$ cat config.mk
export PLATFORM = sky130hd
export DESIGN_NAME = fulladder_bist
export DESIGN_NICKNAME = d
export VERILOG_FILES = /design/src/rtl/fulladder_bist.sv
export SDC_FILE = /design/constraint.sdc
export NUM_CORES = 1
export LEC_CHECK = 0
export BUFFER_PORTS_ARGS = -buffer_cell sky130_fd_sc_hd__buf_2
export CORE_MARGIN = 4
export CORE_UTILIZATION = 40
export CTS_BUF_LIST = sky130_fd_sc_hd__clkbuf_16
export DETAILED_ROUTE_END_ITERATION = 7
export GPL_ROUTABILITY_DRIVEN = 0
export SYNTH_ARGS = -nofsm -noshare
export SYNTH_HDL_FRONTEND = slang
export SYNTH_SLANG_ARGS = --single-unit
$ cat constraint.sdc
create_clock -name clk -period 2.4 [get_ports clk]
set_clock_uncertainty 0.15 [all_clocks]
set_input_delay 0.12 -clock clk [delete_from_list [all_inputs] [get_ports clk]]
set_output_delay 0.12 -clock clk [all_outputs]
set_load 0.01 [all_outputs]
$ cat src/rtl/fulladder_bist.sv
// Built-in self-test controller for a single combinational full adder: walks all
// eight input patterns, counts mismatches and compacts responses into an 8-bit MISR.
module fulladder_bist #(
    parameter logic [7:0] GOLDEN_SIG = 8'h40
) (
    input  logic       clk,
    input  logic       rst,
    input  logic       start,
    output logic       i0,
    output logic       i1,
    output logic       ci,
    input  logic       s,
    input  logic       co,
    output logic       busy,
    output logic       done,
    output logic       pass,
    output logic [3:0] fail_count,
    output logic [7:0] signature
);

    typedef enum logic [1:0] {
        IDLE    = 2'd0,
        APPLY   = 2'd1,
        CAPTURE = 2'd2,
        DONE    = 2'd3
    } state_t;

    function automatic logic majority(input logic a, input logic b, input logic c);
        return (a & b) | (a & c) | (b & c);
    endfunction

    function automatic logic [7:0] misr_step(input logic [7:0] sig, input logic s_in,
                                             input logic co_in);
        logic fb;
        fb = sig[7] ^ sig[5] ^ sig[4] ^ sig[3];
        return {sig[6:1], sig[0] ^ co_in, fb ^ s_in};
    endfunction

    state_t      state_r, state_s;
    logic [2:0]  cnt_r, cnt_s;
    logic [2:0]  stim_r, stim_s;
    logic [3:0]  fail_r, fail_s;
    logic [7:0]  sig_r, sig_s;
    logic        pass_r, pass_s;
    logic        busy_r, busy_s;
    logic        done_r, done_s;
    logic        exp_s_s, exp_co_s;

    // Next-state, pattern counter and result computation; outputs are registered from these.
    always_comb begin
        state_s  = state_r;
        cnt_s    = cnt_r;
        fail_s   = fail_r;
        sig_s    = sig_r;
        pass_s   = pass_r;
        exp_s_s  = stim_r[2] ^ stim_r[1] ^ stim_r[0];
        exp_co_s = majority(stim_r[2], stim_r[1], stim_r[0]);
        case (state_r)
            IDLE: begin
                if (start) begin
                    state_s = APPLY;
                    cnt_s   = 3'd0;
                    fail_s  = 4'd0;
                    sig_s   = 8'h00;
                    pass_s  = 1'b0;
                end else begin
                    state_s = IDLE;
                end
            end
            APPLY: begin
                state_s = CAPTURE;
            end
            CAPTURE: begin
                if ((s != exp_s_s) || (co != exp_co_s)) begin
                    fail_s = fail_r + 4'd1;
                end else begin
                    fail_s = fail_r;
                end
                sig_s = misr_step(sig_r, s, co);
                // Verdict is formed from the final-pattern results so it is valid in DONE.
                if (cnt_r == 3'd7) begin
                    state_s = DONE;
                    pass_s  = (fail_s == 4'd0) && (sig_s == GOLDEN_SIG);
                end else begin
                    state_s = APPLY;
                    cnt_s   = cnt_r + 3'd1;
                end
            end
            DONE: begin
                state_s = IDLE;
            end
            default: begin
                state_s = IDLE;
            end
        endcase
        busy_s = (state_s == APPLY) || (state_s == CAPTURE);
        done_s = (state_s == DONE);
        stim_s = busy_s ? cnt_s : 3'b000;
    end

    // State and output registers with synchronous active-low reset.
    always_ff @(posedge clk) begin
        if (!rst) begin
            state_r <= IDLE;
            cnt_r   <= 3'd0;
            stim_r  <= 3'b000;
            fail_r  <= 4'd0;
            sig_r   <= 8'h00;
            pass_r  <= 1'b0;
            busy_r  <= 1'b0;
            done_r  <= 1'b0;
        end else begin
            state_r <= state_s;
            cnt_r   <= cnt_s;
            stim_r  <= stim_s;
            fail_r  <= fail_s;
            sig_r   <= sig_s;
            pass_r  <= pass_s;
            busy_r  <= busy_s;
            done_r  <= done_s;
        end
    end

    assign i0         = stim_r[2];
    assign i1         = stim_r[1];
    assign ci         = stim_r[0];
    assign busy       = busy_r;
    assign done       = done_r;
    assign pass       = pass_r;
    assign fail_count = fail_r;
    assign signature  = sig_r;

endmodule

Word level (Yosys, flattened, before mapping)

Index checks and enable logic that the tools add are counted.

Mux-type cells: 15
Add/sub/neg operators: 2
Reductions and logical operators: 9
Bitwise gates (word level): 12
Equal/unequal tests: 12

Operators by type and width:

| operator                                                              | count |
|---|---|
| 8-bit case mux with 2 select lines                                    | 1 |
| 4-bit two-way mux                                                     | 3 |
| 2-bit equality test, second input constant                            | 4 |
| 8-bit by 7-bit equality test with 1-bit output, second input constant | 1 |
| 8-bit two-way mux                                                     | 1 |
| 2-bit case mux with 4 select lines                                    | 1 |
| 4-bit case mux with 2 select lines                                    | 1 |
| 1-bit XOR                                                             | 7 |
| 3-bit two-way mux                                                     | 2 |
| 3-bit case mux with 2 select lines                                    | 1 |
| 4-bit by 1-bit adder with 4-bit output, second input constant         | 1 |
| 2-bit by 1-bit equality test with 1-bit output, second input constant | 2 |
| 4-bit zero test                                                       | 1 |
| 2-bit != test, second input constant                                  | 2 |
| 2-bit AND reduction                                                   | 2 |
| 3-bit by 1-bit adder with 3-bit output, second input constant         | 1 |
| 1-bit AND                                                             | 3 |
| 3-bit equality test, second input constant                            | 1 |
| 1-bit two-way mux                                                     | 3 |
| 3-bit AND reduction                                                   | 1 |
| 2-bit zero test                                                       | 1 |
| 1-bit logical OR                                                      | 2 |
| 2-bit two-way mux                                                     | 1 |
| 1-bit != test                                                         | 2 |
| 4 further kinds                                                       | 5 |

Output and inout bits: 18
Bits in registers: 23

Longest topological paths before layout

Gate-level depths: netlist (run 1).

Depth after elaboration: 11
Gate-level depth with buffers: 7

Worst setup path after synthesis (run 1)

No wires, ideal clock.

Path kind: register to register
Start: register stim_r[2]
End: register fail_r[3], in the netlist fail_count[3]
Slack: 0.447 ns
Buffers on the path: 0
Arrival time: 1.688 ns
Cell stages (with the launch flop): 8
Data required time: 2.134 ns
Library setup time: 0.116 ns
Period minus slack after synthesis: 1.953 ns
Cells stage by stage: dfxtp_1 -> inv_1 -> fa_1 -> xor2_1 -> nand2_1 -> nand4_1 -> a21oi_1 -> and3b_1

Word-level cells in the longest chain between the ends: 8

Ends and longest elaborated chain:

| element                                | line | text |
|---|---|---|
| start: declaration                     | 41   | `logic [2:0] stim_r, stim_s;` |
| start signal: assignment               | 115  | `stim_r <= stim_s;` |
| 1-bit AND                              | 29   | `return (a & b) \| (a & c) \| (b & c);` |
| 1-bit OR (2 in series)                 | 29   |  |
| 1-bit != test                          | 74   | `if ((s != exp_s_s) \|\| (co != exp_co_s)) begin` |
| 1-bit logical OR (*)                   | 74   |  |
| 4-bit two-way mux (*)                  | 74   |  |
| 4-bit two-way mux (*)                  | 58   | `case (state_r)` |
| 4-bit case mux with 2 select lines (*) | 58   |  |
| end signal: assignment                 | 116  | `fail_r <= fail_s;` |
| end: declaration                       | 42   | `logic [3:0] fail_r, fail_s;` |

Every way passes the cells marked *; elsewhere a longest branch is shown, timed or not. The select of a mux whose other input is x is not followed.
A chain may end at the register's enable or synchronous reset.

Worst setup path in the final report (run 1)

Start: register stim_r[2]
End: register pass_r, in the netlist pass

Word-level cells in the longest chain between the ends: 11

Ends and longest elaborated chain:

| element                                | line | text |
|---|---|---|
| 1-bit AND                              | 29   |  |
| 1-bit OR (2 in series)                 | 29   |  |
| 1-bit != test                          | 74   |  |
| 1-bit logical OR (*)                   | 74   |  |
| 4-bit two-way mux (*)                  | 74   |  |
| 4-bit two-way mux (*)                  | 58   |  |
| 4-bit zero test (*)                    | 83   | `pass_s = (fail_s == 4'd0) && (sig_s == GOLDEN_SIG);` |
| 1-bit logical AND (*)                  | 83   |  |
| 1-bit two-way mux (*)                  | 81   | `if (cnt_r == 3'd7) begin` |
| 1-bit case mux with 2 select lines (*) | 58   |  |
| end signal: assignment                 | 118  | `pass_r <= pass_s;` |
| end: declaration                       | 44   | `logic pass_r, pass_s;` |

Marks and branches as above.

==> out/results.ini, run 1 <==
[drt]
drcViolationCount=0
topRoutingLayerUsed=met4
met1_length_mm=1.077
ant_nets=0
met2_wirelength_mm=1.057
drt-pass1-iter-count=4
wl_per_cell_um=13.08
drtIter0Drc=14
drt_wl_total_mm=2.263
routed-wl-met3_um=108
viasPerCell=5.139
vias=889

[clocking]
ctsResizeCount=0
clock_latency_ns=0.25
clock-root-buffer=clkbuf_16
cts_setup_buffers=0
clk_path_buf_depth=2
htree_levels=1
hold_buffers=0
cts_tree=done
numCtsBuffers=3
cts_sinks=23
clk_pin_slew_worst_paths_ns=0.06

[floorplanning]
rows=18
dieArea_um2=3591
start_util=0.4276
fp.dieW_um=59.93
pin_count=23
coreArea_um2=2522
die_h_um=59.93

[sta]
setup_viol=0
slew_viol_final=0
period_share=0.8516
setup_tns_ns=0
worst_slew_pin_slew_ns=0.3141
min_period_ns=2.044
maxClockFrequency_mhz=489.3
finalHoldViolCount=0
slew_headroom=0.7906
rsz0062_at_grt=no

[worst_hold_path]
hp-start=rst
worstHoldPathType=in2reg
min_path_cells=2

[critical_path]
critPathArrivalTime_ns=2.04
crit_fanout=10
cp-startpoint=stim_r[2]
critPathRequiredTime_ns=2.39
reg2reg_to=pass
crit_path_end=pass
ff2ff_path_depth=7
crit_type=reg2reg
r2r_start=stim_r[2]
crit_path_start_kind=flip-flop
r2r_slack_ns=0.36
critPathCaptureType=flip-flop

[synth]
yosysTopAreaCell=dfxtp_1
synth_compound_area_frac=0.1903
avgSynthCellArea_um2=9.063
yosysMostFrequentCell=dfxtp_1
netlist_area_um2=1079
synth_fa_ha_area_frac=0.05336
async_reset_ff_frac=0
yosys-top-cells-count=dfxtp_1 (23), nor2b_1 (11), nand2_1 (9), o21ai_0 (9), and2_1 (8)
syn_inst=119
synth_top_cell_area_share=0.4269
synthSimpleGateAreaFrac=0.2227
yosysWarnings=0
synth_xor_area_frac=0.06497
ys_ff_latch=23
synthMuxAreaShare=0
ys.flop_type=dfxtp_1
synthesis.nets=128
yosysSeqAreaShare=0.4269
synth_edf_count=0
yosys-top-cells-area=dfxtp_1 (43%), nor2b_1 (6.4%), a22oi_1 (4.9%), and2_1 (4.6%), o21ai_0 (4.2%)
synth_top_family_by_area=simple AND/OR/NAND/NOR gates
ys_types=31

[power]
ir_drop_v=0.0005051
power_leakage_nw=0.5594
power_mw=0.8136
p_per_area_nw_per_um2=626.5

[finish]
area_growth_pct=20.42
num_antenna_cells=0
final_cells=173
drive_above_1_share=0.2028
fin_nets=153
fillers=257

[global_route]
grt_pass1_wl_mm=3.788
overflow=0
antenna_found_initial=0
grt_max_degree=22
grt_pass1_vias=857
grt_use_total=0.1421

[placed_design]
dp.cells=169
port_buffers=22
hpwl_mm=1.579

[run_status]
status=finished clean

[job]
maxCapViolations=0

-- per-stage QoR --
stage / hold WS [ns] / worst slack, ns / util / area, um^2
final: 0.1374 / 0.3562 / 0.5149 / 1299
after global routing: 0.1497 / 0.2075 / 0.5149 / 1299
after CTS: 0.1390 / 0.3456 / 0.5149 / 1299
after detailed placement: 0.3130 / 0.3899 / 0.4831 / 1219
after global placement: 0.3158 / 0.4633 / 0.4831 / 1219
after floorplan: 0.1370 / 0.4467 / - / 1079
-- area by class of cell --
type | instances | area, um^2 | share of cell area
multi-input cells | 86 | 573.1 | 0.4412
clock inverters | 1 | 5.005 | 0.003854
well taps | 30 | 37.54 | 0.02890
flip-flops and latches | 23 | 460.4 | 0.3545
clock buffers | 3 | 75.07 | 0.05780
inverters | 6 | 22.52 | 0.01734
repair buffers | 24 | 125.1 | 0.09634
-- report_power, final --
group          switching (mW)  internal [mW]
Clock                   0.132          0.224
Sequential            0.00638          0.389
Combinational          0.0378         0.0252
-- worst max-delay path: stages, from the launching register on --
cell and delay, ns:
dfxtp_1 0.34, inv_1 0.07, fa_1 0.56, xor2_1 0.14, nand2_1 0.19, and3b_1 0.23, o2111ai_1 0.19, o21ai_1 0.07
-- worst min-delay path by stage --
| stage | slack, ns | to |
|---|---|---|
| global placement | 0.32 | pass |
| floorplan | 0.14 | cnt_r[2] |
| finish | 0.14 | fail_count[2] |
| detailed placement | 0.31 | pass |
| CTS | 0.14 | fail_count[2] |
| global route | 0.15 | fail_count[2] |
-- layer usage --
layer | vias up | track usage
met5 | - | 0
met2 | 18 | 0.2438
met3 | 2 | 0.04536
met1 | 408 | 0.1693
li1 | 461 | -
met4 | 0 | 0.03797
-- cells in the final DEF, fill, tap and decap left out --
master	count
a211oi_1	2
a21boi_0	2
a21boi_1	2
a21oi_1	3
a22oi_1	7
a32oi_1	1
a41oi_1	1
and2_1	8
and3_1	2
and3b_1	2
buf_2	22
buf_4	2
clkbuf_16	3
clkinv_2	1
dfxtp_1	23
fa_1	1
ha_1	3
inv_1	6
nand2_1	9
nand3_1	3
nand4_1	1
nor2_1	3
nor2b_1	11
nor3_1	2
nor3b_1	1
o2111ai_1	1
o21ai_0	9
o21ai_1	1
o21ai_2	1
o21bai_1	1
or4_1	1
xnor2_1	3
xor2_1	5
-- kinds of logic after synthesis --
family,count (synthesis)
xor gates and xnor gates,8
adders and majority gates,4
buffers and inverters,10
DFF,23
and+or+nand+nor,43
AOI/OAI and AO/OA,31
-- flip-flops by register name, summed over array words and instances, names as in the netlist --
signal,count
busy,1
fail_count,4
pass,1
stim_r,3
state_r,2
signature,8
done,1
cnt_r,3
No activity file was read; power rests on OpenSTA's default activity.
==> inputs of run 2 (changes only) <==
clock period = 1.7 ns   (was 2.4 ns; I/O delays follow)
==> out/results.ini, run 2 (synthesis gave the netlist of run 1 again) <==
[drt]
drt_wl_total_mm=2.594
ant_nets=0
drt-pass1-iter-count=4
drtIter0Drc=40
wl_per_cell_um=14.41
drcViolationCount=0
viasPerCell=5.439
vias=979

[critical_path]
crit_path_start_kind=flip-flop
crit_fanout=5
critPathRequiredTime_ns=1.69
critPathCaptureType=flip-flop
critPathArrivalTime_ns=1.96
crit_type=reg2reg

[placed_design]
port_buffers=22
dp.cells=174
hpwl_mm=1.735

[run_status]
violations=setup timing
status=finished, violations left

[floorplanning]
fp.dieW_um=59.93
die_h_um=59.93
start_util=0.4276
coreArea_um2=2522
dieArea_um2=3591
rows=18
pin_count=23

[clocking]
cts_tree=done
clock-root-buffer=clkbuf_16
clk_path_buf_depth=2
numCtsBuffers=3
clk_pin_slew_worst_paths_ns=0.06
cts_sinks=23
htree_levels=1
clock_latency_ns=0.25

[sta]
rsz0062_at_grt=yes
slew_headroom=0.7941
fin_ws_ns=-0.2698
slew_viol_final=0
worst_slew_pin_slew_ns=0.3089
min_period_ns=1.970
maxClockFrequency_mhz=507.7
finalHoldViolCount=0
period_share=1.159
setup_viol=5

[power]
power_mw=1.173
p_comb_frac=0.101
pwr-share-seq=0.475
swShare=0.2208
ir_drop_v=0.0005333
p_per_area_nw_per_um2=823.5
power_leakage_nw=0.6108
p_clk_frac=0.423
switchingPower_mw=0.2589
intPower_mw=0.9137

[global_route]
grt_pass1_vias=923
grt_max_degree=22
overflow=0
antenna_found_initial=0
grt_use_total=0.1511
grt_pass1_wl_mm=4.043

[finish]
fin_nets=160
ff_latch_area_um2=464.2
largest_reg_flops=8
final_cells=180
area_growth_pct=32.02
fillers=237
layout_commonest_cell=buf_2
drive_above_1_share=0.3267
multiInputGateArea_um2=638.1
layout_common_cells=buf_2 (22), dfxtp_1 (20), nor2b_1 (11)
num_antenna_cells=0

[worst_hold_path]
worstHoldPathType=in2reg

[job]
maxCapViolations=0

-- run 2: power by group through the flow --
stage | clock (mW) | combinational (mW) | sequential (mW)
2_1_floorplan | 0 | 0.0582 | 0.571
3_3_place_gp | 0 | 0.0972 | 0.568
3_5_place_dp | 0 | 0.0971 | 0.568
4_1_cts | 0.506 | 0.102 | 0.557
5_1_grt | 0.532 | 0.131 | 0.558
6_report | 0.496 | 0.119 | 0.558
-- run 2: worst paths after layout --
| kind | from | endpoint | slack (ns) | cells after the start |
|---|---|---|---|---|
| max | stim_r[0] | pass | -0.27 | 7 |
| min | rst | signature[5] | 0.10 | 2 |
| max reg2reg | stim_r[0] | pass | -0.27 | 7 |
| min reg2reg | pass | pass | 0.32 | 2 |
-- run 2: cell type report --
type                    count  area share
multi-input cells          87      0.4482
clock buffers               3     0.05272
repair buffers             30      0.1283
flip-flops and latches     23      0.3260
clock inverters             1    0.002636
inverters                   6     0.01582
well taps                  30     0.02636
-- run 2: worst max-delay path: stages, from the launching register on --
cell	delay, ns
dfxtp_2	0.34
inv_2	0.04
fa_1	0.58
xor2_2	0.19
nand2_2	0.13
and3b_1	0.20
o2111ai_2	0.17
o21ai_1	0.07
-- run 2: repair_timing --
item                                    in CTS  in global routing
setup buffers                                0                  1
endpoints found under the setup margin       5                  9
hold buffers                                 0                  0
pin swaps                                    4                  4
cloned                                       1                  0
resized for setup                            4                 12
-- run 2: through the flow --
stage,setup TNS (ns),utilization,hold slack [ns],area [um^2],worst slack (ns)
global route,-1.687,0.5645,0.1285,1424,-0.3875
floorplan,-0.5408,-,0.1020,1084,-0.1699
detailed placement,-0.9703,0.5050,0.3158,1274,-0.2605
global placement,-0.6855,0.5050,0.3184,1274,-0.1814
finish,-1.170,0.5645,0.1007,1424,-0.2698
CTS,-1.072,0.5437,0.09517,1371,-0.2469
-- run 2: routing by layer --
metal  part of all wire  routed length (um)  GRT usage
met1               0.45                1170     0.1934
met5                  0                   0          0
met4              0.016                  42    0.06646
met2               0.49                1273     0.2438
met3              0.041                 107    0.03024
==> inputs of run 3 (changes only) <==
ABC_CLOCK_PERIOD_IN_PS = 1700   (was unset)
RECOVER_POWER = 25   (was unset)
==> out/results.ini, run 3 (synthesis gave the netlist of run 1 again) <==
[finish]
fin_area_um2=1420
layout_common_cells=dfxtp_1 (20), buf_2 (19), nor2b_1 (11)
fin_nets=160
num_antenna_cells=0
largest_reg_flops=8
drive_above_1_share=0.3067
area_growth_pct=31.67
fillers=240
layout_commonest_cell=dfxtp_1

[critical_path]
critPathArrivalTime_ns=1.96
critical_path_cell_count=7
path_cells=inv_2 > fa_1 > xor2_2 > nand2_2 > and3b_1 > o2111ai_2 > o21ai_1
crit_fanout=5
ff2ff_path_depth=7
crit_type=reg2reg
slowest_stage=fa_1
critical-path-top-delay-family=adder cells
crit_path_start_kind=flip-flop
r2r_slack_ns=-0.27
slowest_delay_ns=0.58
critPathCaptureType=flip-flop
critPathRequiredTime_ns=1.69
worstPathBufferInverterCount=1

[sta]
slew_headroom=0.7940
fin_ws_ns=-0.2697
rsz0062_at_grt=yes
min_period_ns=1.970
worst_slew_pin_slew_ns=0.3090
finalHoldViolCount=0
maxClockFrequency_mhz=507.7
setup_tns_ns=-1.174
slew_viol_final=0
setup_viol=5
period_share=1.159

[floorplanning]
dieArea_um2=3591
fp.dieW_um=59.93
pin_count=23
die_h_um=59.93
rows=18
start_util=0.4276
coreArea_um2=2522

[run_status]
violations=setup timing
status=finished, violations left

[power]
power_leakage_nw=0.5985
ir_drop_v=0.0005332
p_per_area_nw_per_um2=825.2
power_mw=1.172

[drt]
drt-pass1-iter-count=4
wl_per_cell_um=14.43
vias=980
drtIter0Drc=35
drcViolationCount=0
ant_nets=0
viasPerCell=5.444
drt_wl_total_mm=2.597

[worst_hold_path]
worstHoldPathType=in2reg
min_path_cells=2

[placed_design]
post-place-ws_ns=-0.2605
dpl_cell_area_um2=1274
port_buffers=22
hpwl_mm=1.735

[clocking]
clk_pin_slew_worst_paths_ns=0.06
clock_latency_ns=0.25
cts_sinks=23
numCtsBuffers=3
cts_tree=done
clock-root-buffer=clkbuf_16
hold_buffers=0
clk_path_buf_depth=2
htree_levels=1

[global_route]
overflow=0
grt_pass1_vias=923
antenna_found_initial=0
grt_pass1_wl_mm=4.043
grt_max_degree=22
grt_use_total=0.1511

[job]
maxCapViolations=0

==> run 3: cell types whose count changed in the layout (fill, tap and decap cells not counted) <==
| cell | previous run | this run |
|---|---|---|
| clkbuf_1 | 0 | 3 |
| buf_2 | 22 | 19 |
==> run 3: layout make-up <==
cell class / instances / area (um^2) / share of cell area
clock inverter: 1 / 3.754 / 0.002643
clock buffer: 3 / 75.07 / 0.05286
sequential: 23 / 464.2 / 0.3269
timing repair buffer: 30 / 178.9 / 0.1260
inverter: 6 / 22.52 / 0.01586
multi-input combinational: 87 / 638.1 / 0.4493
tap: 30 / 37.54 / 0.02643
==> run 3: timing repair <==
| action | 4_1_cts | 5_1_grt |
|---|---|---|
| setup endpoints to repair | 5 | 9 |
| pin swaps | 4 | 4 |
| setup buffers | 0 | 1 |
| resized for setup | 4 | 12 |
| gates cloned | 1 | 0 |
==> run 3: through the flow <==
step,instances,hold WS [ns],util
2_1_floorplan,119,0.1020,-
3_3_place_gp,174,0.3184,0.5050
3_5_place_dp,174,0.3158,0.5050
4_1_cts,179,0.09517,0.5437
5_1_grt,180,0.1285,0.5630
6_report,180,0.1008,0.5630
==> run 3: final timing paths <==
path | from | to
worst max-delay path | stim_r[0] | pass
worst min-delay path | rst | signature[5]
worst max register to register | stim_r[0] | pass
worst min register to register | pass | pass
==> run 3: power breakdown <==
group,total (mW),internal (mW),switching [mW]
combinational,0.118,0.0503,0.0678
sequential,0.558,0.549,0.00872
clock,0.496,0.314,0.183
==> run 3: metal layers <==
layer,global-route usage,up-vias,part of all wire
li1,-,475,-
met1,0.1934,464,0.45
met2,0.2438,33,0.49
met3,0.03024,8,0.042
met4,0.06646,0,0.016
met5,0,-,0
